[config.mk]
export PLATFORM = sky130hd
export DESIGN_NAME = aes_round_sequencer
export DESIGN_NICKNAME = d
export VERILOG_FILES = /design/src/rtl/aes_round_sequencer.sv
export SDC_FILE = /design/constraint.sdc
export NUM_CORES = 1
export LEC_CHECK = 0
export ABC_AREA = 1
export CAP_MARGIN = 40
export CELL_PAD_IN_SITES_DETAIL_PLACEMENT = 1
export CELL_PAD_IN_SITES_GLOBAL_PLACEMENT = 1
export CORE_AREA = 10 10 246 248
export DETAILED_ROUTE_END_ITERATION = 16
export DIE_AREA = 0 0 256 258
export HOLD_SLACK_MARGIN = 0.1
export PLACE_DENSITY_LB_ADDON = 0.1
export SLEW_MARGIN = 10
export SYNTH_ARGS = -nofsm -noshare
export SYNTH_HDL_FRONTEND = slang
export SYNTH_SLANG_ARGS = --single-unit
[constraint.sdc]
create_clock -name clk -period 1.3 [get_ports clk]
set_input_delay 0.195 -clock clk [delete_from_list [all_inputs] [get_ports clk]]
set_output_delay 0.195 -clock clk [all_outputs]
set_load 0.01 [all_outputs]
[src/rtl/aes_round_sequencer.sv]
// aes_round_sequencer
//
// Iterative AES-128 encryption controller. It owns the 128-bit state
// register and steps one block through ten rounds of an external round
// datapath (SubBytes/ShiftRows/MixColumns with a fixed pipeline latency).
// AddRoundKey is done here by XORing with the round key fetched by index
// from an external key-expansion store.
//
// Parameters:
//   DP_LAT  pipeline latency of the round datapath in clock edges (0..7)
//   NR      number of rounds; AES-128 only, so this must stay 10
//
// Ports:
//   clk        rising-edge clock
//   rst        asynchronous reset, active low
//   in_valid   plaintext block offered by upstream
//   in_ready   sequencer can accept a block (IDLE, and clocked since reset)
//   in_data    plaintext, byte 0 in [127:120]
//   rk_idx     round-key index requested (0..NR)
//   rk_in      round key for rk_idx, combinational from the key store
//   dp_in      state presented to the round datapath (the state register)
//   dp_last    final round: datapath must bypass MixColumns
//   dp_out     round datapath result, DP_LAT edges after dp_in
//   out_valid  ciphertext available
//   out_ready  sink accepts ciphertext
//   out_data   ciphertext (the state register)
//   busy       block in flight (RUN or DONE)
//   abort      (only with AES_SEQ_ABORT_EN) drop the block in flight
//
// Optional feature macro: AES_SEQ_ABORT_EN adds the abort input. Without
// it a block can only be terminated by rst.

module aes_round_sequencer #(
  parameter int DP_LAT = 2,
  parameter int NR     = 10
) (
  input  logic         clk,
  input  logic         rst,
  input  logic         in_valid,
  output logic         in_ready,
  input  logic [127:0] in_data,
  output logic [3:0]   rk_idx,
  input  logic [127:0] rk_in,
  output logic [127:0] dp_in,
  output logic         dp_last,
  input  logic [127:0] dp_out,
  output logic         out_valid,
  input  logic         out_ready,
  output logic [127:0] out_data,
  output logic         busy
`ifdef AES_SEQ_ABORT_EN
  ,
  input  logic         abort
`endif
);

  typedef enum logic [1:0] {
    IDLE = 2'd0,
    RUN  = 2'd1,
    DONE = 2'd2
  } state_t;

  localparam logic [2:0] WAIT_LAST = 3'(DP_LAT);
  localparam logic [3:0] LAST_RND  = 4'(NR);

  state_t         state_q, state_d;
  logic [127:0]   data_q, data_d;
  logic [3:0]     round_q, round_d;
  logic [2:0]     wcnt_q, wcnt_d;
  logic           armed_q;

  // State, data and counters. armed_q keeps in_ready low until the first
  // clock edge after reset release, so no block is taken during release.
  always_ff @(posedge clk or negedge rst) begin
    if (!rst) begin
      state_q <= IDLE;
      data_q  <= '0;
      round_q <= '0;
      wcnt_q  <= '0;
      armed_q <= 1'b0;
    end else begin
      state_q <= state_d;
      data_q  <= data_d;
      round_q <= round_d;
      wcnt_q  <= wcnt_d;
      armed_q <= 1'b1;
    end
  end

  // Next-state logic. The state register only changes on accept (key 0
  // mix) and on the last wait cycle of each round, so dp_in stays stable
  // for the whole DP_LAT+1 cycles the datapath needs.
  always_comb begin
    state_d = state_q;
    data_d  = data_q;
    round_d = round_q;
    wcnt_d  = wcnt_q;
    case (state_q)
      IDLE: begin
        if (in_valid && armed_q) begin
          data_d  = in_data ^ rk_in;
          round_d = 4'd1;
          wcnt_d  = 3'd0;
          state_d = RUN;
        end
      end
      RUN: begin
        if (wcnt_q == WAIT_LAST) begin
          data_d = dp_out ^ rk_in;
          wcnt_d = 3'd0;
          if (round_q == LAST_RND) begin
            state_d = DONE;
          end else begin
            round_d = round_q + 4'd1;
          end
        end else begin
          wcnt_d = wcnt_q + 3'd1;
        end
      end
      DONE: begin
        if (out_ready) begin
          state_d = IDLE;
          round_d = 4'd0;
        end
      end
      default: begin
        state_d = IDLE;
        round_d = 4'd0;
        wcnt_d  = 3'd0;
      end
    endcase
`ifdef AES_SEQ_ABORT_EN
    // A completing output transfer takes priority over abort.
    if (abort && (state_q != IDLE) && !((state_q == DONE) && out_ready)) begin
      state_d = IDLE;
      data_d  = '0;
      round_d = 4'd0;
      wcnt_d  = 3'd0;
    end
`endif
  end

  // round_q is 0 in IDLE, so it doubles as the key index in every state.
  assign in_ready  = (state_q == IDLE) && armed_q;
  assign rk_idx    = round_q;
  assign dp_in     = data_q;
  assign dp_last   = (state_q == RUN) && (round_q == LAST_RND);
  assign out_valid = (state_q == DONE);
  assign out_data  = data_q;
  assign busy      = (state_q != IDLE);

endmodule

==> results of run 1 <==
area by class of cell:
class	count	area, sq um
Tap cell	756	946
Timing Repair Buffer	880	8550
Antenna cell	12	30.0
Fill cell	6962	36000
Inverter	141	554
Multi-Input combinational cell	1209	5560
Sequential cell	138	3480
Clock inverter	11	169
Clock buffer	21	460
worst register-to-register path: stages, from the launching register on:
cell and delay [ns]:
dfrtp_4 0.47, buf_6 0.13, inv_6 0.04, nor2_4 0.13, buf_6 0.12, nand2_4 0.06, nand2_8 0.14, inv_12 0.07
buf_12 0.15, clkbuf_16 0.17, nand2_1 0.07, nand2_1 0.04
sequential cells by signal (all words and copies together) (netlist names):
signal,cells
armed_q,1
dp_in,128
rk_idx,4
state_q,2
wcnt_q,3
cells in the final DEF, fill, tap and decap left out, types with 4 or more instances in the layout:
master | Yosys | routed
nand3_1 | 262 | 252
nor2_1 | 9 | 4
buf_4 | 141 | 87
nor2_4 | 1 | 5
o21ai_1 | 0 | 4
inv_1 | 138 | 135
buf_6 | 1 | 168
buf_12 | 0 | 25
bufinv_16 | 0 | 4
buf_8 | 0 | 9
nand3_2 | 0 | 9
nand2_2 | 3 | 123
nand2_1 | 920 | 771
dfrtp_2 | 0 | 18
dfrtp_1 | 138 | 119
nand2_4 | 0 | 27
buf_2 | 43 | 180
diode_2 | 0 | 12
clkbuf_16 | 0 | 29
clkdlybuf4s50_1 | 0 | 386
buf_16 | 0 | 10
per-layer routing:
metal | up-vias | part of all wire | track usage
met5 | - | 0.0012 | 0
met4 | 14 | 0.013 | 0.0473
met3 | 50 | 0.062 | 0.0571
met2 | 366 | 0.52 | 0.349
met1 | 6460 | 0.41 | 0.218
li1 | 6467 | - | -
stage by stage:
| step | std cells | instance area, sq um | setup WS [ns] | power, mW | hold WS, ns |
|---|---|---|---|---|---|
| global route | 3164 | 19700 | -0.467 | 50.5 | 0.278 |
| global placement | 2962 | 17100 | -0.403 | 33.5 | 0.0965 |
| floorplan | 1687 | 10300 | -0.00260 | 21.7 | -0.101 |
| detailed placement | 2962 | 17100 | -0.443 | 33.9 | 0.101 |
| finish | 3168 | 19700 | -0.400 | 46.9 | 0.264 |
| CTS | 3123 | 18600 | -0.384 | 43.0 | 0.263 |
logic make-up (layout without fill, tap and decap cells):
kind of cell,Yosys count,count (layout),share of synthesized area
AOI/OAI and AO/OA,10,10,0.00513
xor gates and xnor gates,1,1,0.000856
adders and majority gates,2,2,0.00244
buffers and inverters,340,1053,0.182
DFF,138,138,0.337
other,1,13,0.000366
and+or+nand+nor,1195,1195,0.472
timing repair:
action	CTS	global route
hold buffers	1	0
buffers inserted	122	35
gates resized for setup	1284	267
cloned	7	20
setup endpoints to repair	398	245
pin swaps	6	40
endpoints found under the hold margin	138	0
path summary, 6_finish.rpt:
check / start / endpoint / depth (start not counted)
max: state_q[0]$_DFFE_PN0P_ / dp_in[42]$_DFFE_PN0P_ / 11
min: rst / dp_in[43]$_DFFE_PN0P_ / 2
max reg2reg: state_q[0]$_DFFE_PN0P_ / dp_in[42]$_DFFE_PN0P_ / 11
min reg2reg: dp_in[102]$_DFFE_PN0P_ / dp_in[102]$_DFFE_PN0P_ / 2
max in group asynchronous: rst / state_q[0]$_DFFE_PN0P_ / 3
min in group clk: rk_in[107] / dp_in[107]$_DFFE_PN0P_ / 5
where the power goes:
part	internal (mW)	switching, mW	total (mW)
Combinational	15.8	16.8	32.7
Sequential	6.47	2.36	8.83
Clock	3.32	2.14	5.46
==> qor.txt, run 1 <==
status: finished, violations left
failing checks: setup timing
vias in the first global route: 14159
family with the most delay on the worst path: buffers and inverters
Cell Pwr Density: 2380 mW/mm^2
YS warnings: 0
final worst clock skew: 0.0152 ns
CTS clk-pin slew, worst paths: 0.06 ns
synth top area cells: dfrtp_1 34%, nand2_1 34%, nand3_1 13%
largest net degree at the start of global routing: 70
initial DRC count: 434
Sink Count: 138
hpwl dp: 49100 microns
Die Area: 0.0660 sq mm
leak pwr: 10.8 nW
Worst Path Required: 1.63 ns
CTS tree: done
asr flop ratio synth: 1.00
TNS Setup: -48.47 ns
Yosys reg bits: 138
die height: 258 microns
CTS buffer count: 17
top cells by count, synth: 920 x nand2_1, 262 x nand3_1, 141 x buf_4
top-count cell post-synth: nand2_1
routability cong.: 0.767
DR pass1 iterations: 4
share of cells above drive strength 1: 0.300
Synth Flop Type: dfrtp_1
vias per inst: 4.22
gr usage total: 0.193
GRT overflow: 0
DRT Wirelength: 68800 microns
Core Area: 0.0557 sq mm
DR vias: 13357
RSZ-0062 raised after global routing: yes
Post-route DRC: 0
CP peak stage delay: 0.47 ns
slowest stage cell, crit path: dfrtp_4
Critical Path End Type: flip-flop
max-slew violation count: 0
first-pass GRT wire length: 95800 microns
# rows: 87
routed length per instance: 21.7 microns
P&R area growth vs syn: 92.9%
sequential share of the synthesized area: 0.337
Max Fclk: 588 MHz
critical path launch point type: flip-flop
CTS root buf: clkbuf_16
final core utilization: 0.354
maximum vdd drop: 0.871 mV
Nets: 2777
arrival time worst endpoint: 2.03 ns
max cap viols: 0
Final period util: 1.31
CP Class: reg2reg
share of the synthesized area in the top cell type: 0.337
final setup margin: -0.400 ns
Synth Area per Inst: 6.07 sq um
Setup Viol. Count Final: 187
H-tree Lvls: 4
die width: 256 microns
initial antenna violation count: 17
Starting Density: 0.184
Synth area leader: dfrtp_1
crit path buf inv count: 6
number of synthesized flops with an enable pin: 0
ANT nets after route: 0
clk buf depth: 2
post-layout minimum cycle time: 1.70 ns
R2R setup slack: -0.40 ns
Mapped Area: 0.0102 sq mm
port bufs: 651
Clock Latency Late Sink: 0.45 ns
HP Class: in2async
syn_nets: 2077
crit path cell chain: buf_6 -> inv_6 -> nor2_4 -> buf_6 -> nand2_4 -> nand2_8 -> inv_12 -> buf_12 -> clkbuf_16 -> nand2_1 -> nand2_1
CP max FO: 7
cells after synthesis: 1687
synth unique cells: 20
io pins: 652
final hold violations: 0
(Power assumes the default switching activity.)
==> run 2, diff against run 1 <==
Settings changed: PLACE_DENSITY set to 0.71, PLACE_DENSITY_LB_ADDON 0.1 to unset.
==> run 2 against run 1 <==
Net effect: register-to-register slack better by 0.05 ns; maximum frequency up 2.9%; critical endpoint is now dp_last; the run still ends with setup timing left; clock skew down 0.0029 ns; critical path type is now reg2out.
==> qor.txt, run 2 (synthesized netlist as in run 1, its figures left out) <==
Sink Count: 138
DR pass1 iterations: 4
Worst Path Required: 1.11 ns
P&R area growth vs syn: 77.7%
clock share of power: 0.125
placed cells: 2949
CP Class: reg2out
reg2reg start: state_q[1]$_DFFE_PN0P_
port bufs: 651
critical path launch point type: flip-flop
CP max FO: 4
clk buf depth: 2
GRT overflow: 0
Flop pwr share: 0.217
total net switching power: 18.2 mW
final hold violations: 0
failing checks: setup timing
Critical Path End Type: output port
CTS root buf: clkbuf_16
initial antenna violation count: 3
initial DRC count: 464
routed length per instance: 19.7 microns
Hold Slack: 0.192 ns
routability cong.: 0.884
first-pass GRT wire length: 90400 microns
share of cells above drive strength 1: 0.158
leak pwr: 9.93 nW
Post-route DRC: 0
CTS tree: done
commonest non-fill, non-tap cell in the layout: nand2_1
Starting Density: 0.184
DRT Wirelength: 60200 microns
# rows: 87
post-route insts no fill: 3051
vias in the first global route: 14684
max-slew violation count: 0
Max Fclk: 605 MHz
final worst clock skew: 0.0124 ns
Pint: 21.4 mW
Clock Latency Late Sink: 0.45 ns
reg2reg end: dp_in[36]$_DFFE_PN0P_
Die Area: 0.0660 sq mm
Gate power share: 0.658
status: finished, violations left
maximum vdd drop: 1.03 mV
vias per inst: 4.25
CP startpoint: state_q[0]$_DFFE_PN0P_
HP Class: in2async
Setup Viol. Count Final: 265
CTS buffer count: 17
Final period util: 1.27
Cell Pwr Density: 2180 mW/mm^2
arrival time worst endpoint: 1.46 ns
max cap viols: 0
hpwl dp: 45000 microns
final setup margin: -0.352 ns
largest net degree at the start of global routing: 60
R2R setup slack: -0.35 ns
Core Area: 0.0557 sq mm
CTS clk-pin slew, worst paths: 0.07 ns
Largest register FFs: 128
die height: 258 microns
H-tree Lvls: 4
ANT nets after route: 0
Reg2Reg Depth: 7
io pins: 652
gr usage total: 0.179
commonest non-fill, non-tap cells in the layout: 897 x nand2_1, 476 x clkdlybuf4s50_1, 259 x nand3_1
Net Sw Frac: 0.460
Nets: 2671
worst setup path end: dp_last
post-layout minimum cycle time: 1.65 ns
die width: 256 microns
RSZ-0062 raised after global routing: yes
DR vias: 12967
==> run 2: per-layer routing <==
metal,GRT usage,wire [microns],vias to the layer above
met4,0.0714,1890,4
met1,0.198,24300,6179
met3,0.0565,4250,77
met2,0.314,29700,474
li1,-,-,6233
met5,0,26,-
==> run 2: what timing repair did <==
action / CTS / global route
hold endpoints to repair: 138 / 0
endpoints found under the setup margin: 398 / 323
pin swaps: 4 / 10
setup buffers: 65 / 1
gates cloned: 9 / 0
gates resized for setup: 644 / 104
hold buffers: 1 / 0
==> run 2: layout make-up <==
cell class,count,area (sq um)
clock buffers,21,450
flip-flops and latches,138,3480
inverters,141,553
well taps,756,946
fillers,6970,37500
multi-input cells,1209,5060
clock inverters,11,123
repair buffers,774,7590
diodes,1,2.50
==> run 2: through the flow <==
step	total power, mW	util	area (sq um)	TNS (ns)	setup WS [ns]
floorplan	21.7	-	10300	-0.164	-0.00260
global placement	32.3	0.305	17000	-47.46	-0.393
detailed placement	33.1	0.305	17000	-52.47	-0.431
CTS	40.7	0.326	18200	-92.01	-0.389
global route	43.0	0.326	18200	-88.10	-0.470
finish	39.7	0.326	18200	-67.20	-0.352
==> run 2: worst min-delay path by stage <==
stage,slack [ns],depth (start not counted),endpoint
4_1_cts,0.17,2,dp_in[92]$_DFFE_PN0P_
3_3_place_gp,0.09,1,dp_in[96]$_DFFE_PN0P_
3_5_place_dp,0.09,1,dp_in[62]$_DFFE_PN0P_
6_report,0.19,2,dp_in[62]$_DFFE_PN0P_
5_1_grt,0.19,2,dp_in[62]$_DFFE_PN0P_
2_1_floorplan,-0.10,0,armed_q$_DFF_PN0_
==> run 2: power groups by stage <==
stage               logic [mW]  clock network, mW  registers, mW
global placement          23.5                  0           8.84
finish                    26.1               4.95           8.61
CTS                       26.9               5.19           8.65
detailed placement        24.2                  0           8.86
floorplan                 13.0                  0           8.76
global route              28.7               5.37           8.87
==> run 2: worst max-delay path, stage by stage, from the launching register on <==
cell,delay (ns)
dfrtp_4,0.45
buf_4,0.13
inv_4,0.04
nor2_4,0.14
nand2_2,0.08
inv_2,0.07
buf_6,0.10
